`config.mk`:
```
export PLATFORM = sky130hd
export DESIGN_NAME = wb_gpio_flat
export DESIGN_NICKNAME = d
export VERILOG_FILES = /design/src/rtl/wb_gpio_pkg.sv /design/src/rtl/wb_gpio_if.sv /design/src/rtl/gpio_sync_edge.sv /design/src/rtl/wb_gpio.sv /design/src/flat_wrapper.sv
export SDC_FILE = /design/constraint.sdc
export NUM_CORES = 1
export LEC_CHECK = 0
export ABC_AREA = 1
export CAP_MARGIN = 20
export CORE_ASPECT_RATIO = 0.7
export CORE_MARGIN = 3
export CORE_UTILIZATION = 40
export DETAILED_ROUTE_END_ITERATION = 16
export PLACE_DENSITY = 0.59
export SYNTH_ARGS = -nofsm -noshare
export SYNTH_HDL_FRONTEND = slang
export SYNTH_HIERARCHICAL = 1
export SYNTH_SLANG_ARGS = --single-unit
```
`constraint.sdc`:
```
create_clock -name clk_i -period 1.9 [get_ports clk_i]
set_input_delay 0.285 -clock clk_i [delete_from_list [all_inputs] [get_ports clk_i]]
set_output_delay 0.285 -clock clk_i [all_outputs]
set_load 0.02 [all_outputs]
```
`src/rtl/wb_gpio_pkg.sv`:
```
// wb_gpio_pkg: shared types and helpers for the wb_gpio peripheral.
//   gpio_reg_e : register index carried in the upper address bits
//   DATA_W     : Wishbone data width (16-bit J1 bus)
//   n_words()  : number of 16-bit words needed to cover a pin vector
//   wsel_w()   : width of the word-select address field
package wb_gpio_pkg;

  localparam int DATA_W = 16;

  typedef enum logic [2:0] {
    REG_IN      = 3'd0,
    REG_OUT     = 3'd1,
    REG_DIR     = 3'd2,
    REG_RISE_EN = 3'd3,
    REG_FALL_EN = 3'd4,
    REG_STATUS  = 3'd5,
    REG_SET     = 3'd6,
    REG_CLR     = 3'd7
  } gpio_reg_e;

  function automatic int n_words(input int width);
    return (width + DATA_W - 1) / DATA_W;
  endfunction

  // A single-word block still gets a one-bit word field so the address
  // layout stays {reg, word} for every WIDTH.
  function automatic int wsel_w(input int width);
    int nw;
    nw = n_words(width);
    return (nw > 1) ? $clog2(nw) : 1;
  endfunction

endpackage

```
`src/rtl/wb_gpio_if.sv`:
```
// wb_gpio_if: Wishbone B4 classic bus bundle between the J1 master and the
// GPIO slave. ADR_W = 3 + word-select width.
//   master: drives cyc/stb/we/adr/sel/dat_i, receives dat_o/ack
//   slave : the reverse
interface wb_gpio_if
  import wb_gpio_pkg::*;
#(
  parameter int ADR_W = 5
);
  logic              wb_cyc_i;
  logic              wb_stb_i;
  logic              wb_we_i;
  logic [ADR_W-1:0]  wb_adr_i;
  logic [1:0]        wb_sel_i;
  logic [DATA_W-1:0] wb_dat_i;
  logic [DATA_W-1:0] wb_dat_o;
  logic              wb_ack_o;

  modport master (
    output wb_cyc_i, wb_stb_i, wb_we_i, wb_adr_i, wb_sel_i, wb_dat_i,
    input  wb_dat_o, wb_ack_o
  );

  modport slave (
    input  wb_cyc_i, wb_stb_i, wb_we_i, wb_adr_i, wb_sel_i, wb_dat_i,
    output wb_dat_o, wb_ack_o
  );
endinterface

```
`src/rtl/gpio_sync_edge.sv`:
```
// gpio_sync_edge: multi-stage synchroniser for an asynchronous pin vector
// plus a one-cycle delay register for edge detection. Edges are unmasked.
//   clk_i, rst_i : clock, synchronous active-high reset
//   pins         : asynchronous pad inputs
//   s            : synchronised pin state
//   rise, fall   : s & ~p, ~s & p (p = s delayed one clock)
module gpio_sync_edge #(
  parameter int WIDTH  = 36,
  parameter int STAGES = 2
) (
  input  logic             clk_i,
  input  logic             rst_i,
  input  logic [WIDTH-1:0] pins,
  output logic [WIDTH-1:0] s,
  output logic [WIDTH-1:0] rise,
  output logic [WIDTH-1:0] fall
);

  logic [WIDTH-1:0] sync_r [STAGES];
  logic [WIDTH-1:0] prev_r;

  // Synchroniser chain and delayed copy; both clear on reset so a pin held
  // high through reset shows up as a rising edge afterwards.
  always_ff @(posedge clk_i) begin
    if (rst_i) begin
      for (int i = 0; i < STAGES; i++) begin
        sync_r[i] <= '0;
      end
      prev_r <= '0;
    end else begin
      sync_r[0] <= pins;
      for (int i = 1; i < STAGES; i++) begin
        sync_r[i] <= sync_r[i-1];
      end
      prev_r <= sync_r[STAGES-1];
    end
  end

  assign s    = sync_r[STAGES-1];
  assign rise = s & ~prev_r;
  assign fall = ~s & prev_r;

endmodule

```
`src/rtl/wb_gpio.sv`:
```
// wb_gpio: Wishbone B4 classic GPIO slave with direction control, atomic
// set/clear, synchronised inputs and masked edge interrupts.
//   clk_i, rst_i : clock, synchronous active-high reset
//   bus          : Wishbone slave port, adr = {reg[2:0], word[WSEL-1:0]}
//   gpio_i       : asynchronous pad inputs
//   gpio_o       : OUT register
//   gpio_oe      : DIR register (1 = pin driven)
//   irq_o        : OR of all STATUS bits
module wb_gpio
  import wb_gpio_pkg::*;
#(
  parameter int WIDTH       = 36,
  parameter int SYNC_STAGES = 2,
  localparam int NW         = n_words(WIDTH),
  localparam int WSEL       = wsel_w(WIDTH),
  localparam int PAD_W      = NW * DATA_W
) (
  input  logic             clk_i,
  input  logic             rst_i,
  wb_gpio_if.slave         bus,
  input  logic [WIDTH-1:0] gpio_i,
  output logic [WIDTH-1:0] gpio_o,
  output logic [WIDTH-1:0] gpio_oe,
  output logic             irq_o
);

  logic              ack_r;
  logic [DATA_W-1:0] dat_r;
  logic [WIDTH-1:0]  out_r, dir_r, rise_en_r, fall_en_r, status_r;
  logic [WIDTH-1:0]  out_nxt_s, dir_nxt_s, rise_en_nxt_s, fall_en_nxt_s, status_nxt_s;
  logic [WIDTH-1:0]  sync_s, rise_s, fall_s, edge_s, status_clr_s;
  logic              req_s, wr_s;
  gpio_reg_e         reg_s;
  logic [WSEL-1:0]   word_s;
  logic [DATA_W-1:0] lane_mask_s, rdata_s;
  logic [PAD_W-1:0]  wmask_pad_s, wdata_pad_s, rd_pad_s;
  logic [WIDTH-1:0]  wmask_s, wbits_s;

  gpio_sync_edge #(
    .WIDTH (WIDTH),
    .STAGES(SYNC_STAGES)
  ) u_sync (
    .clk_i(clk_i),
    .rst_i(rst_i),
    .pins (gpio_i),
    .s    (sync_s),
    .rise (rise_s),
    .fall (fall_s)
  );

  // Bus decode: place the byte-lane mask and write data at the addressed word
  // of a padded vector, then trim to WIDTH so bits above the pin count and
  // out-of-range words never reach a register.
  always_comb begin
    req_s       = bus.wb_cyc_i & bus.wb_stb_i & ~ack_r;
    wr_s        = req_s & bus.wb_we_i;
    reg_s       = gpio_reg_e'(bus.wb_adr_i[WSEL+2:WSEL]);
    word_s      = bus.wb_adr_i[WSEL-1:0];
    lane_mask_s = {{8{bus.wb_sel_i[1]}}, {8{bus.wb_sel_i[0]}}};
    wmask_pad_s = '0;
    wdata_pad_s = '0;
    for (int w = 0; w < NW; w++) begin
      wmask_pad_s[w*DATA_W +: DATA_W] = (word_s == WSEL'(w)) ? lane_mask_s : '0;
      wdata_pad_s[w*DATA_W +: DATA_W] = bus.wb_dat_i;
    end
    wmask_s = wr_s ? wmask_pad_s[WIDTH-1:0] : '0;
    wbits_s = wdata_pad_s[WIDTH-1:0] & wmask_s;
  end

  // Register next-state. wmask_s is zero unless a write is committing, so
  // every update below is a no-op outside a write. Edges are OR-ed in after
  // the W1C so a same-cycle edge keeps the STATUS bit set.
  always_comb begin
    out_nxt_s     = out_r;
    dir_nxt_s     = dir_r;
    rise_en_nxt_s = rise_en_r;
    fall_en_nxt_s = fall_en_r;
    status_clr_s  = '0;
    case (reg_s)
      REG_OUT:     out_nxt_s     = (out_r & ~wmask_s) | wbits_s;
      REG_DIR:     dir_nxt_s     = (dir_r & ~wmask_s) | wbits_s;
      REG_RISE_EN: rise_en_nxt_s = (rise_en_r & ~wmask_s) | wbits_s;
      REG_FALL_EN: fall_en_nxt_s = (fall_en_r & ~wmask_s) | wbits_s;
      REG_STATUS:  status_clr_s  = wbits_s;
      REG_SET:     out_nxt_s     = out_r | wbits_s;
      REG_CLR:     out_nxt_s     = out_r & ~wbits_s;
      default:     out_nxt_s     = out_r;
    endcase
    edge_s       = (rise_s & rise_en_r) | (fall_s & fall_en_r);
    status_nxt_s = (status_r & ~status_clr_s) | edge_s;
  end

  // Read mux: select the register, then the addressed 16-bit word. Words at
  // or above NW match no loop index and read 0.
  always_comb begin
    case (reg_s)
      REG_IN:      rd_pad_s = PAD_W'(sync_s);
      REG_OUT:     rd_pad_s = PAD_W'(out_r);
      REG_DIR:     rd_pad_s = PAD_W'(dir_r);
      REG_RISE_EN: rd_pad_s = PAD_W'(rise_en_r);
      REG_FALL_EN: rd_pad_s = PAD_W'(fall_en_r);
      REG_STATUS:  rd_pad_s = PAD_W'(status_r);
      default:     rd_pad_s = '0;
    endcase
    rdata_s = '0;
    for (int w = 0; w < NW; w++) begin
      rdata_s = rdata_s | ((word_s == WSEL'(w)) ? rd_pad_s[w*DATA_W +: DATA_W] : '0);
    end
  end

  // State registers and registered bus response. Reset has priority, which
  // also discards a write whose ack would have risen on this edge.
  always_ff @(posedge clk_i) begin
    if (rst_i) begin
      ack_r     <= 1'b0;
      dat_r     <= 16'd0;
      out_r     <= '0;
      dir_r     <= '0;
      rise_en_r <= '0;
      fall_en_r <= '0;
      status_r  <= '0;
    end else begin
      ack_r     <= req_s;
      dat_r     <= (req_s & ~bus.wb_we_i) ? rdata_s : 16'd0;
      out_r     <= out_nxt_s;
      dir_r     <= dir_nxt_s;
      rise_en_r <= rise_en_nxt_s;
      fall_en_r <= fall_en_nxt_s;
      status_r  <= status_nxt_s;
    end
  end

  assign bus.wb_ack_o = ack_r;
  assign bus.wb_dat_o = dat_r;
  assign gpio_o       = out_r;
  assign gpio_oe      = dir_r;
  assign irq_o        = |status_r;

endmodule

```
`src/flat_wrapper.sv`:
```
// flat-port wrapper written by rule: the top's interface ports become plain ports
module wb_gpio_flat import wb_gpio_pkg::*;
#(
  parameter int WIDTH       = 36,
  parameter int SYNC_STAGES = 2,
  localparam int NW         = n_words(WIDTH),
  localparam int WSEL       = wsel_w(WIDTH),
  localparam int PAD_W      = NW * DATA_W
)
  (clk_i, rst_i, gpio_i, gpio_o, gpio_oe, irq_o, bus_wb_cyc_i, bus_wb_stb_i, bus_wb_we_i, bus_wb_adr_i, bus_wb_sel_i, bus_wb_dat_i, bus_wb_dat_o, bus_wb_ack_o);
  wb_gpio_if bus_i ();
  input  logic clk_i;
  input  logic rst_i;
  input  logic [WIDTH-1:0] gpio_i;
  output logic [WIDTH-1:0] gpio_o;
  output logic [WIDTH-1:0] gpio_oe;
  output logic irq_o;
  input wire logic [$bits(bus_i.wb_cyc_i)-1:0] bus_wb_cyc_i;
  input wire logic [$bits(bus_i.wb_stb_i)-1:0] bus_wb_stb_i;
  input wire logic [$bits(bus_i.wb_we_i)-1:0] bus_wb_we_i;
  input wire logic [$bits(bus_i.wb_adr_i)-1:0] bus_wb_adr_i;
  input wire logic [$bits(bus_i.wb_sel_i)-1:0] bus_wb_sel_i;
  input wire logic [$bits(bus_i.wb_dat_i)-1:0] bus_wb_dat_i;
  output wire logic [$bits(bus_i.wb_dat_o)-1:0] bus_wb_dat_o;
  output wire logic [$bits(bus_i.wb_ack_o)-1:0] bus_wb_ack_o;
  assign bus_i.wb_cyc_i = bus_wb_cyc_i;
  assign bus_i.wb_stb_i = bus_wb_stb_i;
  assign bus_i.wb_we_i = bus_wb_we_i;
  assign bus_i.wb_adr_i = bus_wb_adr_i;
  assign bus_i.wb_sel_i = bus_wb_sel_i;
  assign bus_i.wb_dat_i = bus_wb_dat_i;
  assign bus_wb_dat_o = bus_i.wb_dat_o;
  assign bus_wb_ack_o = bus_i.wb_ack_o;
  wb_gpio #(.WIDTH(WIDTH), .SYNC_STAGES(SYNC_STAGES)) u_core (.clk_i(clk_i), .rst_i(rst_i), .bus(bus_i), .gpio_i(gpio_i), .gpio_o(gpio_o), .gpio_oe(gpio_oe), .irq_o(irq_o));
endmodule
```
# Yosys cells after proc, flatten, opt, wreduce, memory -nomap -nowiden
# Memory sizes are Yosys's and may differ from the RTL's.
# Cells that the tools add are included.
[op_classes]
n_eq_ne = 9
muxes = 15
bitwise_logic = 34
reduce_logical = 5
[op_table]
columns = ["op", "n"]
rows = [
  ["$and A36 B36 Y36", 11],
  ["$or A36 B36 Y36", 7],
  ["$pmux W36 S6", 1],
  ["$not A36 Y36", 5],
  ["$mux W36", 4],
  ["$pmux W36 S3", 1],
  ["$mux W16", 4],
  ["$reduce_or A36 Y1", 1],
  ["$or A16 B16 Y16", 2],
  ["$eq A3 B3 Y1 const B", 4],
  ["$mux W4", 2],
  ["$eq A3 B2 Y1 const B", 2],
  ["$and A1 B1 Y1", 4],
  ["$eq A3 B1 Y1 const B", 1],
  ["$logic_not A3 Y1", 1],
  ["$mux W1", 3],
  ["$not A1 Y1", 3],
  ["$reduce_bool A3 Y1", 1],
  ["$eq A2 B1 Y1 const B", 1],
  ["$eq A2 B2 Y1 const B", 1],
  ["$logic_not A2 Y1", 1],
  ["$or A1 B1 Y1", 2],
  ["$reduce_or A2 Y1", 1],
]
[totals]
register_bits = 233
ram_bits = 72
in_bits = 64
output_inout_bits = 90
wordCells = 72
n_memories = 1
[memory_table]
columns = ["name", "words", "width", "rd", "rd_ports_with_merged_regs", "wr", "line", "source"]
rows = [
  ["u_core.u_sync.sync_r", 2, 36, 2, 0, 2, "gpio_sync_edge.sv:19", "logic [WIDTH-1:0] sync_r [STAGES];"],
]

# Depth between registers and ports, before layout
# Gate-level depths: netlist of the first run.
[depth]
word_depth = 9
mapped_depth = 12
ltp_nobuf = 11

# By module
# The synthesis of the first run kept the hierarchy.
[modules_own_cells]
columns = ["mod", "n_inst", "cells_each", "area_per_inst_um2", "seq_area_each_um2"]
rows = [
  ["wb_gpio", 1, 1500, 10002.1, 3943.8],
  ["gpio_sync_edge", 1, 480, 3733.6, 2162.1],
]

# Worst setup path after synthesis of the first run
# OpenSTA, ideal clock, no wires.
[synth_path]
path_type = "register -> register"
startpoint = "register u_core.ack_r, in the netlist u_core/bus.wb_ack_o"
endpoint = "register u_core.out_r[30], in the netlist u_core/gpio_o[30]"
setup_time_ns = 0.132
arrival_time_ns = 1.399
t_required_ns = 1.768
slack_ns = 0.369
path_stages_with_launch = 10
n_path_buf = 1
period_less_slack_ns = 1.531
path_cell_list = "dfxtp_1 > inv_1 > nand3_1 > nor2_2 > nand2_1 > inv_2 > clkbuf_1 > o211ai_1 > nand2_1 > a21oi_1"
[synth_via]
elab_chain_len = 8
elab_cells_between_ends = 12
cone_classes = "2 x mux; 10 x bitwise"
[synth_rtl]
columns = ["element", "line", "source"]
rows = [
  ["from (decl)", "wb_gpio.sv:27", "logic ack_r;"],
  ["from (signal assigned)", "wb_gpio.sv:123", "ack_r <= req_s;"],
  ["$not A1 Y1 *", "wb_gpio.sv:55", "req_s = bus.wb_cyc_i & bus.wb_stb_i & ~ack_r;"],
  ["$and A1 B1 Y1 *", "wb_gpio.sv:55", ""],
  ["$and A1 B1 Y1 *", "wb_gpio.sv:56", "wr_s = req_s & bus.wb_we_i;"],
  ["$mux W36 *", "wb_gpio.sv:66", "wmask_s = wr_s ? wmask_pad_s[WIDTH-1:0] : '0;"],
  ["$and A36 B36 Y36 or $not A36 Y36 (tied branches)", "wb_gpio.sv:67, wb_gpio.sv:80", ""],
  ["$not A36 Y36 or $and A36 B36 Y36 (tied branches)", "wb_gpio.sv:86, wb_gpio.sv:80", ""],
  ["$and A36 B36 Y36 or $or A36 B36 Y36 (tied branches)", "wb_gpio.sv:86, wb_gpio.sv:80", ""],
  ["$pmux W36 S3 *", "wb_gpio.sv:79", "case (reg_s)"],
  ["to (signal assigned)", "wb_gpio.sv:125", "out_r <= out_nxt_s;"],
  ["to (decl)", "wb_gpio.sv:29", "logic [WIDTH-1:0] out_r, dir_r, rise_en_r, fall_en_r, status_r;"],
]
# Every way passes the cells marked *; elsewhere a longest branch is shown, timed or not.
# A chain may end at the register's enable or synchronous reset.

# Final worst setup path of the first run
[layout_path]
startpoint = "register u_core.status_r[3]"
endpoint = "output port irq_o"
[layout_via]
elab_chain_len = 1
[layout_rtl]
columns = ["element", "line", "source"]
rows = [
  ["from (decl)", "wb_gpio.sv:29", ""],
  ["from (signal assigned)", "wb_gpio.sv:129", "status_r <= status_nxt_s;"],
  ["$reduce_or A36 Y1", "wb_gpio.sv:137", "assign irq_o = |status_r;"],
  ["to (decl)", "flat_wrapper.sv:17", "output logic irq_o;"],
]
# No other way between the ends.

==> results of run 1 <==
## final cells by class
cell class / instances / area [um^2]
Antenna cell: 1 / 2.50
Timing Repair Buffer: 312 / 3050
Tap cell: 464 / 581
Clock inverter: 12 / 73.8
Clock buffer: 46 / 1020
Fill cell: 3333 / 16000
Sequential cell: 305 / 6110
Multi-Input combinational cell: 1234 / 5750
Inverter: 284 / 1070
## power by group through the flow
| stage | combinational [W] | clock (W) | sequential (W) |
|---|---|---|---|
| after floorplan | 0.000520 | 0 | 0.00667 |
| after global placement | 0.000995 | 0 | 0.00669 |
| after detailed placement | 0.00100 | 0 | 0.00669 |
| after CTS | 0.00101 | 0.00657 | 0.00655 |
| after global routing | 0.00109 | 0.00683 | 0.00656 |
| final | 0.00102 | 0.00644 | 0.00655 |
## per-layer routing
metal | global-route usage, % | vias to the layer above
li1 | - | 6618
met5 | 0 | -
met3 | 5.00 | 76
met1 | 37.0 | 6249
met4 | 8.01 | 0
met2 | 35.0 | 510
## cells by family (layout without fill, tap and decap cells)
| group | count (synthesis) | count (layout) |
|---|---|---|
| AOI/OAI and AO/OA | 363 | 363 |
| buffers and inverters | 441 | 654 |
| and+or+nand+nor | 871 | 871 |
| DFF | 305 | 305 |
| other | 0 | 1 |
## final timing paths
| check | start | to | slack, ps | cells after the start |
|---|---|---|---|---|
| worst max register to register | u_core/bus.wb_ack_o | flop | 220 | 9 |
| worst min-delay path | rst_i | u_core/bus.wb_ack_o | 40 | 2 |
| worst min register to register | u_core/u_sync/sync_r[0][32] | u_core/u_sync/sync_r[0][68] | 400 | 2 |
| worst max-delay path | u_core/status_r[3] | irq_o | -280 | 6 |
## worst max-delay path, stage by stage (launching register included)
cell,delay (ps)
dfxtp_1,330
nor4_2,300
buf_4,160
nand4_1,160
nor2_2,190
nand2_2,90
buf_6,150
## cells in the mapped netlist, types with 3 or more instances
cell      instances  area (um^2)
nand2_1         450         1690
dfxtp_1         305         6110
inv_1           272         1020
nor2_1          238          893
a21oi_1         189          946
nand3_1         107          536
o21ai_0          97          485
clkbuf_1         60          225
nand4_1          51          319
buf_2            41          205
buf_4            41          308
a22o_1           36          315
o211ai_1         36          270
inv_2            11         41.3
buf_6            10          113
nor4_1            9         56.3
nor2_2            6         37.5
buf_1             5         18.8
a211oi_1          4         30.0
nand2_2           3         18.8
## per-stage QoR
stage | TNS [ps] | cells | instance area [um^2] | hold WS [ps]
after floorplan | 0 | 1980 | 13700 | 369
after global placement | -25980 | 2598 | 16500 | 389
after detailed placement | -29830 | 2598 | 16500 | 393
after CTS | -291 | 2657 | 17600 | 28.2
after global routing | -372 | 2658 | 17700 | 43.1
final | -284 | 2658 | 17700 | 35.8
## repair_timing
item,4_1_cts,5_1_grt
setup endpoints to repair,4,6
gates resized for setup,16,9
pin swaps,3,3
hold buffers,0,0
buffers inserted,1,0
==> flow_summary_export.csv, run 1 <==
group,metric,value,unit
power,power.share.clock,46.0,%
power,p_int,0.0106,W
hold_path,hold_class,"in -> reg",
drt,drcViolationCount,0,
timing,setup_ws,-284,ps
cells_and_area,final_nets,2235,
cts,cts_root_buf,"clkbuf_16",
floorplanning,rows,56,
placed_design,place_ws,-263,ps
logic_synthesis,synth_top_family_by_area,"simple AND/OR/NAND/NOR gates",
power,ir_worst_vdd,460,uV
cells_and_area,final_core_util,52.4,%
logic_synthesis,synth-edff-count,0,
floorplanning,dieWidth,227,um
power,pwr-share-seq,46.7,%
cts,cts_buffers,34,
timing,period_share,115,%
placed_design,gp_routability_congestion,0.927,
logic_synthesis,synthXorXnorAreaFrac,0,%
cts,htree_levels,2,
placed_design,hpwl,32500,um
run_status,status,"finished with violations",
worst_setup_path,cp-end-kind,"output port",
drt,dr_wl_met3,4020,um
logic_synthesis,muxShareOfSynthArea,0,%
cts,clk_latency,530,ps
power,power_density,794,nW/um^2
drt,wl_met1,21600,um
floorplanning,die-area,36600,um^2
global_route,grt_overflow,0,
logic_synthesis,synth-seq-cells,305,
logic_synthesis,synthSimpleGateAreaFrac,26.4,%
worst_setup_path,arrival,1900,ps
logic_synthesis,syn_area_per_cell,6.94,um^2
drt,wl,45900,um
timing,hold_viol,0,
placed_design,io_buffers,153,
cells_and_area,syn2layout_area_growth,28.5,%
logic_synthesis,yosys_warnings,6,
logic_synthesis,synth_adder_area_share,0,%
logic_synthesis,yosysSeqAreaShare,44.5,%
worst_setup_path,worstSetupPathType,"reg -> out",
global_route,track_usage,24.6,%
logic_synthesis,syn-num-nets,2044,
run_status,violations,"setup timing",
power,leakage,7.28,nW
logic_synthesis,synth_area,13700,um^2
floorplanning,core,33700,um^2
cells_and_area,final_cell_mix,"nand2_1, dfxtp_1, inv_1, nor2_1, a21oi_1",
worst_setup_path,path_max_fanout,2,
logic_synthesis,syn_inst,1980,
drt,via_per_inst,5.06,
global_route,grt_pass1_wl,70500,um
timing,worst_slew_pin_slew,591,ps
power,p_sw,0.00339,W
drt,routedWlPerCell,17.3,um
drt,drtIter0Drc,1354,
floorplanning,ios,154,
global_route,grt_max_degree,95,
cells_and_area,final_common_cell,"nand2_1",
floorplanning,initial_core_util,40.8,%
drt,wl_met2,19000,um
worst_setup_path,cp-start-kind,"flop",
cts,clk_pin_slew,60,ps
global_route,grt_antenna_before_repair,1,
timing,max_freq,458,MHz
timing,slew_violations,0,
logic_synthesis,postSynth.asyncResetShare,0,%
cts,cts.sinks,305,
power,switching_share,24.2,%
timing,rsz0062_at_grt,"true",
global_route,grt_pass1_vias,12500,
timing,setup_viol,1,
drt,via_count,13500,
floorplanning,die_h,161,um
drt,antenna_left,0,
timing,min_period,2180,ps
drt,highest_layer,"met4",
logic_synthesis,synth_compound_area_share,15.0,%
power,finalPower,0.0140,W
logic_synthesis,synthFlopType,"dfxtp_1",
cts,cts_tree,"done",
cts,clockBufferDepth,3,
power,power_frac_comb,7.3,%
timing,relSlewSlack,60.6,%
cells_and_area,drive_gt1_share,11.6,%
drt,drtPass1Iterations,6,
timing,skew,20.7,ps
worst_setup_path,crit_required,1620,ps
logic_synthesis,synth_cell_types,26,
job,maxCapViolCount,0,
Note: power is estimated with default switching activity, not from simulation.
==> run 2, diff against run 1 <==
Settings changed: CTS_BUF_LIST from default to sky130_fd_sc_hd__clkbuf_8.
==> run 2 against run 1 <==
Effect of this change: the flow still finishes with violations (setup timing); sequential share of layout area up 0.17 points; final area decreased by 0.47%; sequential cell count did not move; largest cell class unchanged; highest routed layer unchanged.
==> flow_summary_export.csv, run 2 (synthesis results as in run 1) <==
group,metric,value,unit
drt,drtIter0Drc,1244,
global_route,grt_antenna_before_repair,1,
hold_path,whs_endpoint,"u_core/u_sync/sync_r[0][25]",
drt,drtPass1Iterations,6,
cts,cts_tree,"done",
cells_and_area,layout.area.seq,6110,um^2
global_route,track_usage,24.8,%
cts,htree_levels,2,
global_route,grt_util_met1,37.0,%
worst_setup_path,cp-start-kind,"flop",
cts,cts_root_buf,"clkbuf_8",
cts,clk_pin_slew,70,ps
timing,setup_viol,1,
drt,drcViolationCount,0,
floorplanning,core,33700,um^2
placed_design,hpwl,32500,um
timing,fin_setup_tns,-384,ps
cells_and_area,final_cell_mix,"nand2_1, dfxtp_1, inv_1, nor2_1, a21oi_1",
worst_setup_path,r2r_start,"u_core/bus.wb_ack_o",
timing,rsz0062_at_grt,"true",
worst_setup_path,regToRegSetupSlack,180,ps
drt,via_per_inst,5.05,
drt,via_count,13600,
cells_and_area,multi_input_area,5740,um^2
timing,min_period,2280,ps
timing,relSlewSlack,60.8,%
placed_design,place_ws,-263,ps
cts,clockBufferDepth,3,
placed_design,io_buffers,153,
floorplanning,dieWidth,227,um
job,maxCapViolCount,0,
power,leakage,7.80,nW
cells_and_area,num-fill-cells,3397,
cts,cts_buffers,49,
cells_and_area,final_nets,2251,
global_route,grt_pass1_vias,12600,
global_route,busiest_layer,"met1",
timing,hold_viol,0,
floorplanning,die_h,161,um
global_route,grtUsageMet3,5.38,%
drt,wl,46300,um
cells_and_area,drive_gt1_share,12.5,%
timing,period_share,120,%
worst_setup_path,arrival,2000,ps
worst_setup_path,worstSetupPathType,"reg -> out",
global_route,grt_overflow,0,
run_status,status,"finished with violations",
timing,setup_ws,-384,ps
hold_path,hold_class,"in -> reg",
timing,slew_violations,0,
global_route,grt_pass1_wl,71100,um
worst_setup_path,path_max_fanout,2,
hold_path,hold_depth,3,
timing,whs,205,ps
drt,routedWlPerCell,17.2,um
cells_and_area,final_common_cell,"nand2_1",
floorplanning,ios,154,
timing,skew,18.5,ps
power,power_density,773,nW/um^2
timing,max_freq,438,MHz
floorplanning,die-area,36600,um^2
timing,worst_slew_pin_slew,588,ps
worst_setup_path,crit_required,1620,ps
cts,clk_latency,590,ps
cts,cts.sinks,305,
floorplanning,rows,56,
floorplanning,initial_core_util,40.8,%
global_route,grt_max_degree,95,
placed_design,gp_routability_congestion,0.927,
drt,antenna_left,0,
hold_path,holdCritStartpoint,"gpio_i[25]",
worst_setup_path,r2r_cells,8,
global_route,use_met2,35.4,%
worst_setup_path,cp-end-kind,"output port",
power,ir_worst_vdd,410,uV
cells_and_area,syn2layout_area_growth,27.9,%
run_status,violations,"setup timing",
[run 2: power breakdown]
part | switching, W | internal (W)
clock network | 0.00272 | 0.00328
logic | 0.000652 | 0.000371
registers | 0.0000588 | 0.00649
total | 0.00344 | 0.0101
[run 2: worst max path at each step]
stage,endpoint,slack [ps],from
floorplan,u_core/gpio_o[30],370,u_core/bus.wb_ack_o
global placement,u_core/status_r[11],-240,bus_wb_cyc_i
detailed placement,flop,-260,bus_wb_cyc_i
CTS,irq_o,-390,u_core/status_r[15]
global route,irq_o,-430,u_core/status_r[15]
finish,irq_o,-380,u_core/status_r[10]
[run 2: metal layers]
metal / share of wire, % / vias up
li1: - / 6663
met1: 47 / 6285
met2: 41 / 552
met3: 9.1 / 76
met4: 2.7 / 0
met5: 0 / -
[run 2: worst max-delay path, stage by stage, from the launching register on]
cell	delay [ps]
dfxtp_1	320
nor4_1	380
nand4_1	270
nor2_2	210
nand2_2	90
buf_6	150
[run 2: through the flow]
stage	util, %	cells	total power [W]	cell area (um^2)
finish	52.1	2690	0.0136	17600
global route	52.1	2690	0.0141	17600
CTS	52.0	2689	0.0137	17500
detailed placement	48.9	2598	0.00770	16500
global placement	48.9	2598	0.00769	16500
floorplan	-	1980	0.00719	13700
[run 2: final cells by class]
cell class,count,share of cell area (%)
timing repair buffer,313,17.2
inverter,284,6.07
clock inverter,22,0.748
sequential,305,34.8
multi-input combinational,1234,32.7
antenna,1,0.0142
clock buffer,67,5.25
tap,464,3.30
[run 2: timing repair]
item                                    in CTS  in global routing
hold buffers                                 1                  0
endpoints found under the setup margin      62                 17
gates resized for setup                     74                 19
buffers inserted                             1                  0
pin swaps                                    3                  4
hold endpoints to repair                     1                  0
==> run 3, diff against run 2 <==
Settings changed: CORE_UTILIZATION 40 to 63, PLACE_DENSITY 0.59 to 0.87.
Clock period 1.9 ns to 2.85 ns, I/O delays scaled along.
==> run 3 against run 2 <==
Effect of this change: the flow now finishes without violations; sequential cell count unchanged; die area decreased by 35%; final area decreased by 8.9%; critical path depth unchanged; utilization increased by 24 points; critical endpoint unchanged; largest power group unchanged.
==> flow_summary_export.csv, run 3 (synthesis results as in run 1) <==
group,metric,value,unit
drt,drtPass1Iterations,10,
cells_and_area,drive_gt1_share,6.55,%
worst_setup_path,path_max_fanout,3,
floorplanning,core,21100,um^2
drt,via_count,14000,
timing,min_period,2850,ps
power,p_int,0.00640,W
cts,cts.sinks,305,
floorplanning,die-area,23600,um^2
worst_setup_path,cp-start-kind,"flop",
placed_design,dp.cells,2288,
cts,cts_buffers,44,
hold_path,whs_endpoint,"u_core/u_sync/sync_r[0][29]",
cells_and_area,num_antenna_cells,0,
power,power.share.clock,42.5,%
drt,drtIter0Drc,2608,
placed_design,hpwl,27800,um
job,maxCapViolCount,0,
worst_setup_path,cp.depth,5,
worst_setup_path,path_delay_family,"simple AND/OR/NAND/NOR gates",
timing,skew,32.2,ps
drt,via_per_inst,5.93,
power,pwr-share-seq,50.8,%
cells_and_area,syn2layout_area_growth,16.6,%
timing,hold_viol,0,
power,switching_share,25.4,%
cells_and_area,final_cell_mix,"nand2_1, dfxtp_1, inv_1, nor2_1, a21oi_1",
power,power_density,536,nW/um^2
power,power_frac_comb,6.7,%
worst_setup_path,r2r_start,"u_core/bus.wb_ack_o",
floorplanning,dieWidth,182,um
timing,whs,348,ps
cts,htree_levels,2,
power,leakage,6.43,nW
floorplanning,rows,44,
drt,wl,43500,um
cts,cts_root_buf,"clkbuf_8",
power,p_sw,0.00218,W
timing,period_share,99.9,%
drt,antenna_left,0,
placed_design,gp_routability_congestion,0.975,
cts,clk_latency,580,ps
cts,clockBufferDepth,3,
floorplanning,initial_core_util,65.1,%
global_route,grt_pass1_wl,67300,um
timing,worst_slew_pin_slew,1020,ps
cells_and_area,fin_cells,2367,
cells_and_area,num-fill-cells,1569,
worst_setup_path,r2r_cells,8,
cells_and_area,final_common_cell,"nand2_1",
drt,routedWlPerCell,18.4,um
hold_path,holdCritStartpoint,"gpio_i[29]",
cts,clk_pin_slew,70,ps
timing,slew_violations,0,
hold_path,hold_class,"in -> reg",
timing,relSlewSlack,32.1,%
placed_design,io_buffers,153,
power,ir_worst_vdd,399,uV
worst_setup_path,regToRegSetupSlack,690,ps
placed_design,place_ws,301,ps
global_route,grt_antenna_before_repair,0,
global_route,grt_pass1_vias,12900,
cts,post-cts-setup-buffers,0,
run_status,status,"completed",
worst_setup_path,cp-end-kind,"output port",
worst_setup_path,worstSetupPathType,"reg -> out",
worst_setup_path,arrival,2420,ps
worst_setup_path,crit_chain,"nor4_1 > nand4_1 > nor2_1 > nand2_1 > clkdlybuf4s50_1",
global_route,track_usage,35.4,%
worst_setup_path,path_buf_inv,1,
timing,fin_setup_tns,0,ps
timing,setup_viol,0,
power,finalPower,0.00859,W
worst_setup_path,crit_required,2420,ps
global_route,grt_overflow,0,
cts,ctsHoldBuffers,0,
floorplanning,ios,154,
global_route,grt_max_degree,187,
timing,rsz0062_at_grt,"false",
timing,max_freq,351,MHz
cells_and_area,final_nets,2122,
drt,drcViolationCount,0,
cts,cts_tree,"done",
floorplanning,die_h,130,um
timing,setup_ws,1.62,ps
worst_setup_path,cp_slowest_cell,"clkdlybuf4s50_1",
worst_setup_path,slowest_delay,580,ps
hold_path,hold_depth,3,
run 3: changes by cell type in the layout (fill, tap and decap cells not counted), sizes merged, moves of 2 or more:
cell	previous run	this run
clkbuf	68	62
buf	162	38
clkinvlp	2	0
dlymetal6s2s	16	0
dlygate4sd2	61	0
inv	293	298
clkinv	10	4
clkdlybuf4s50	72	150
run 3: final cells by class:
type	count	area, um^2	share of cell area [%]
clock buffers	61	840	5.24
inverters	284	1070	6.66
flip-flops and latches	305	6110	38.1
multi-input cells	1234	5720	35.7
well taps	276	345	2.16
repair buffers	189	1850	11.5
clock inverters	18	86.3	0.539
run 3: power groups by stage:
stage	Combinational (W)	Sequential (W)	Clock [W]
detailed placement	0.000545	0.00446	0
global route	0.000608	0.00437	0.00386
floorplan	0.000347	0.00445	0
finish	0.000575	0.00437	0.00365
CTS	0.000550	0.00436	0.00366
global placement	0.000532	0.00446	0
run 3: metrics by stage:
step	area [um^2]	util (%)
floorplan	13700	-
global placement	15100	71.4
detailed placement	15100	71.4
CTS	16000	75.9
global route	16000	75.9
finish	16000	75.9
run 3: metal layers:
layer  wire [um]  vias up  track usage [%]  share of wire [%]
met3        6310      166             8.81                 14
met5           0        -                0                  0
met2       18600     1125             53.0                 43
met1       17000     6340             49.3                 39
met4        1570        0             14.4                3.6
li1            -     6394                -                  -
run 3: worst max path at each step:
| stage | startpoint | endpoint | slack, ps |
|---|---|---|---|
| 2_1_floorplan | bus_wb_adr_i[4] | u_core/gpio_o[12] | 1280 |
| 3_3_place_gp | bus_wb_adr_i[3] | flop | 360 |
| 3_5_place_dp | bus_wb_adr_i[3] | flop | 300 |
| 4_1_cts | u_core/status_r[3] | irq_o | 70 |
| 5_1_grt | u_core/status_r[19] | irq_o | 20 |
| 6_report | u_core/status_r[14] | irq_o | 2 |
run 3: tightest hold or removal path: stages:
cell and delay, ps:
clkdlybuf4s50_1 390, inv_1 50, nor2_1 30
run 3: timing repair:
item	4_1_cts	5_1_grt
setup endpoints to repair	1	1
cloned	0	0
hold endpoints to repair	0	0
gates resized for setup	2	2
